[src/rtl/consmax_lut_loader.sv]
// consmax_lut_loader
// Streams the two ConSmax exponent lookup tables (LUT0 = low-nibble table,
// LUT1 = high-nibble table) from a valid/ready configuration stream into the
// ConSmax LUT write port. Each accepted word is written one cycle later.
// done pulses alongside the final write. consmax_hold keeps upstream ConSmax
// traffic off the tables while a load or its last write is in flight.
//
// Optional feature: define CONSMAX_LUT_CRC_EN to add a CRC-16-CCITT check
// over the loaded words (cfg_crc in, lut_crc / crc_err out).

module consmax_lut_loader #(
  parameter int IDATA_BIT = 8,
  parameter int EXP_BIT   = 8,
  parameter int MAT_BIT   = 7,
  parameter int LUT_DATA  = EXP_BIT + MAT_BIT + 1,
  parameter int LUT_ADDR  = IDATA_BIT >> 1,
  parameter int LUT_DEPTH = 2 ** LUT_ADDR
) (
  input  logic                clk,
  input  logic                rstn,
  input  logic                start,
  input  logic                abort,
  input  logic [LUT_DATA-1:0] in_data,
  input  logic                in_valid,
  output logic                in_ready,
  output logic [LUT_ADDR:0]   lut_waddr,
  output logic                lut_wen,
  output logic [LUT_DATA-1:0] lut_wdata,
  output logic                busy,
  output logic                consmax_hold,
  output logic                done
`ifdef CONSMAX_LUT_CRC_EN
  ,
  input  logic [15:0]         cfg_crc,
  output logic [15:0]         lut_crc,
  output logic                crc_err
`endif
);

  localparam int CNT_W = LUT_ADDR + 1;
  // Index of the final word; the counter stops here instead of wrapping.
  localparam logic [CNT_W-1:0] LAST_IDX = CNT_W'(2 * LUT_DEPTH - 1);

  localparam logic [1:0] S_IDLE = 2'd0;
  localparam logic [1:0] S_LOAD = 2'd1;
  localparam logic [1:0] S_LAST = 2'd2;

  logic [1:0]       state;
  logic [1:0]       state_nxt;
  logic [CNT_W-1:0] cnt;
  logic             accept;
  logic             last_word;

  assign in_ready     = (state == S_LOAD) && !abort;
  assign accept       = in_valid && in_ready;
  assign last_word    = accept && (cnt == LAST_IDX);
  assign busy         = (state != S_IDLE);
  assign consmax_hold = busy || lut_wen;

  // Next-state selection: start only matters in IDLE, abort always wins.
  always_comb begin
    // NOTE: default assignment first so every path drives state_nxt; a
    // missing branch in always_comb would otherwise infer a latch.
    state_nxt = state;
    case (state)
      S_IDLE:  if (start && !abort) state_nxt = S_LOAD;
      S_LOAD: begin
        if (abort)          state_nxt = S_IDLE;
        else if (last_word) state_nxt = S_LAST;
      end
      S_LAST:  state_nxt = S_IDLE;
      default: state_nxt = S_IDLE;
    endcase
  end

  // State register.
  always_ff @(posedge clk or negedge rstn) begin
    // NOTE: sequential state uses non-blocking assignments so every register
    // samples pre-edge values, independent of statement order.
    if (!rstn) state <= S_IDLE;
    else       state <= state_nxt;
  end

  // Word counter: zero while idle or aborted, advances per accept, parks on
  // the last index so no address beyond the second table is ever produced.
  always_ff @(posedge clk or negedge rstn) begin
    if (!rstn)                       cnt <= '0;
    else if (state == S_IDLE)        cnt <= '0;
    else if (abort)                  cnt <= '0;
    else if (accept && !last_word)   cnt <= cnt + 1'b1;
  end

  // Registered LUT write port: one write per accept, address/data hold between.
  always_ff @(posedge clk or negedge rstn) begin
    if (!rstn) begin
      lut_wen   <= 1'b0;
      lut_waddr <= '0;
      lut_wdata <= '0;
    end else begin
      lut_wen <= accept;
      if (accept) begin
        lut_waddr <= cnt;
        lut_wdata <= in_data;
      end
    end
  end

  // done coincides with the final write (the LAST state cycle).
  always_ff @(posedge clk or negedge rstn) begin
    if (!rstn) done <= 1'b0;
    else       done <= last_word;
  end

`ifdef CONSMAX_LUT_CRC_EN
  // CRC-16-CCITT (poly 0x1021), word shifted in MSB first, no reflection.
  function automatic logic [15:0] crc16_word(input logic [15:0]         crc_in,
                                             input logic [LUT_DATA-1:0] d);
    logic [15:0] c;
    logic        fb;
    c = crc_in;
    for (int i = LUT_DATA - 1; i >= 0; i--) begin
      fb = c[15] ^ d[i];
      c  = {c[14:0], 1'b0};
      if (fb) c = c ^ 16'h1021;
    end
    return c;
  endfunction

  logic [15:0] crc_nxt;
  assign crc_nxt = crc16_word(lut_crc, in_data);

  // Running CRC, reseeded on an accepted start; mismatch flag latched with done.
  always_ff @(posedge clk or negedge rstn) begin
    if (!rstn) begin
      lut_crc <= 16'hFFFF;
      crc_err <= 1'b0;
    end else if ((state == S_IDLE) && start && !abort) begin
      lut_crc <= 16'hFFFF;
      crc_err <= 1'b0;
    end else if (accept) begin
      lut_crc <= crc_nxt;
      if (last_word) crc_err <= (crc_nxt != cfg_crc);
    end
  end
`endif

endmodule

[config.mk]
export PLATFORM = sky130hd
export DESIGN_NAME = consmax_lut_loader
export DESIGN_NICKNAME = d
export VERILOG_FILES = /design/src/rtl/consmax_lut_loader.sv
export SDC_FILE = /design/constraint.sdc
export NUM_CORES = 1
export LEC_CHECK = 0
export CORE_ASPECT_RATIO = 0.6
export CORE_UTILIZATION = 43
export CTS_CLUSTER_SIZE = 30
export DETAILED_ROUTE_END_ITERATION = 10
export PLACE_DENSITY_LB_ADDON = 0.08
export SETUP_SLACK_MARGIN = 0.5
export SLEW_MARGIN = 25
export SYNTH_ARGS = -nofsm -noshare
export SYNTH_HDL_FRONTEND = slang
export SYNTH_SLANG_ARGS = --single-unit
[constraint.sdc]
create_clock -name clk -period 1.9 [get_ports clk]
set_input_delay 0.475 -clock clk [delete_from_list [all_inputs] [get_ports clk]]
set_output_delay 0.475 -clock clk [all_outputs]
set_load 0.005 [all_outputs]
==> metrics.txt <==
syn_area_per_cell=about 10 µm²; clock latency on the worst-skew pair=approximately 0.28 ns; Congestion Overflow GR=0; most common cell in the netlist=nand2_1; kind of start point of the critical path=flip-flop; core area=2650 µm²; Placed Instance Area=about 1800 µm²; wire per inst=~18 µm; DRT Pass-1 Iters=4; fin nets=approximately 230; Starting DRT DRC Count=approximately 60; Post-Synthesis Cell Area=~1300 µm²; pin count of the biggest net entering global routing=31; routability cong.=about 0.77; fin crit period=between 1.5 and 2 ns; worst slew pin tran=about 0.39 ns; Clock Skew=between 0.007 and 0.008 ns; Tot GR Track Use=24.2%; ys async rst share=100%; CTS tree=done; FILL cells=124; Critical Path RT=1.42 ns; Die Span Y=approximately 44 µm; PwrDens=approximately 710 nW/µm²; Reg clk slew, reported paths=around 0.070 ns; Clk pwr share=about 30%; WHS=approximately 0.47 ns; f_max=approximately 0.62 GHz; Num Clock Sinks=30; DRC viols=0; # diodes=0; leakage=about 0.0012 µW; Synth Flop Type=dfrtp_1; synthesis-stage register bit count=30; Final Max Tran Viols=0; layout cell share with drive strength beyond 1=about 44%; status=completed; Ports=47; Final HPWL DP=between 1500 and 2000 µm; Post-CTS Hold Fix Bufs=0; final hold viol count=0; CP Capture Type=output pin; max cap viols=0; Synth top area share=59.4%; r2r setup slk=~0.36 ns; min-delay worst type=reg -> reg; Post-synth EDFFs=0; vias per inst=about 5.1; die area=~3200 µm²; Rows=14; Ys Warns=0; Clock Path Buffers=2; post-route ant nets=0; IO Port Bufs=46; Crit Path Category=reg -> out; Combinational Power Share=between 20% and 30%; # setup viols final=0; worst vdd ir=around 0.00054 V; switch share=between 20% and 30%; post-route cell area=between 2000 and 2500 µm²; CP max FO=3; synth unique cells=24; Die Width=72.0 µm; part of the power in registers=a little under half; Max transition margin=between 70% and 80%; vias in the first global route=1143; RSZ-0062 raised after global routing=yes; Cells after Synth=approximately 130; P&R area growth vs syn=85.0%; Seq/Total Area, Yosys=about three fifths; drt total wl=~4400 µm; via count=roughly 1.2k; H-Tree Depth=2; crit path DAT=between 1 and 1.5 ns; Root Driver=clkbuf_8; Synth area leaders=dfrtp_1 59%, nand2_1 20%, buf_6 2.7%; Psw=between 400 and 500 µW; global-route wire length before repair=5450 µm; Synth top cells by count=67 x nand2_1, 30 x dfrtp_1, 3 x buf_6, 3 x o211ai_1; TritonCTS Buffers=5; fin crit share=84.9%; initial antenna violation count=0; area leader, netlist=dfrtp_1; Starting Density=a little under half; cell-internal power=around 1200 µW; Syn Nets=around 150
## final timing paths
path / from / end / cells past startpoint
max in group asynchronous: rstn / cnt[4] / 2
max: state[0] / consmax_hold / 2
min: lut_wdata[11] / lut_wdata[11] / 2
min reg2reg: lut_wdata[11] / lut_wdata[11] / 2
max reg2reg: cnt[1] / cnt[0] / 5
min in group asynchronous: rstn / lut_waddr[1] / 2
## area by class of cell
class | count | area [µm²] | area share, %
clock buffer | 6 | 82.6 | 3.53
inverter | 1 | 16.3 | 0.696
multi-input combinational | 91 | 643 | 27.5
sequential | 30 | 751 | 32.1
tap | 40 | 50.0 | 2.14
timing repair buffer | 75 | 762 | 32.6
timing repair inverter | 2 | 32.5 | 1.39
## power groups by stage
| stage | logic, µW | registers [µW] | clock network, µW |
|---|---|---|---|
| floorplan | 77.8 | 766 | 0 |
| global placement | 297 | 757 | 0 |
| detailed placement | 305 | 760 | 0 |
| CTS | 309 | 745 | 503 |
| global route | 426 | 762 | 551 |
| finish | 397 | 754 | 510 |
## flip-flops by register name, indices dropped and copies added, names as in the netlist
signal and cells:
lut_waddr 5, state 2, done 1, lut_wdata 16, lut_wen 1, cnt 5
## metrics by stage
stage | instances | util [%] | power [µW] | setup WS, ns | setup TNS [ns]
after CTS | 238 | 78.5 | 1560 | 0.285 | 0
after global routing | 245 | 88.4 | 1740 | 0.249 | 0
final | 245 | 88.4 | 1660 | 0.288 | 0
after global placement | 212 | 67.3 | 1050 | -0.165 | -0.196
after detailed placement | 212 | 67.3 | 1070 | -0.186 | -0.271
after floorplan | 128 | - | 844 | 0.470 | 0
## critical path: stages (launching register included)
cell and delay [ns]:
dfrtp_1 0.39, or3_1 0.34, buf_2 0.13
## placed cells by master, fill, tap and decap left out, types with 2 or more instances in the layout
cell             count
and2_1               2
buf_12               4
buf_2                3
buf_4               17
buf_6                4
buf_8                3
clkbuf_8             6
clkdlybuf4s15_1     21
clkdlybuf4s50_1     18
clkinv_8             2
dfrtp_1             30
dlygate4sd2_1        2
mux2i_1              2
nand2_1             31
nand2_2             28
nand2_4              8
nand3b_1             2
o211ai_1             3
## routing by layer
metal	track usage, %	part of all wire [%]
met5	0	0
met4	7.45	2.7
met3	10.7	4.9
met2	40.0	51
met1	29.0	41
## cells by family after synthesis
family | synth area share (%)
multiplexers | 1.58
buffers and inverters | 4.85
AND/OR/NAND/NOR | 28.6
flip-flops | 59.4
adder cells (fa/ha/maj) | 1.98
AO/OA/AOI/OAI | 3.56
## timing repair
| item | 4_1_cts | 5_1_grt |
|---|---|---|
| pin swaps | 6 | 42 |
| gates cloned | 2 | 1 |
| resized for setup | 61 | 74 |
| setup buffers | 18 | 6 |
| setup endpoints to repair | 56 | 48 |
(Power assumes the default switching activity.)
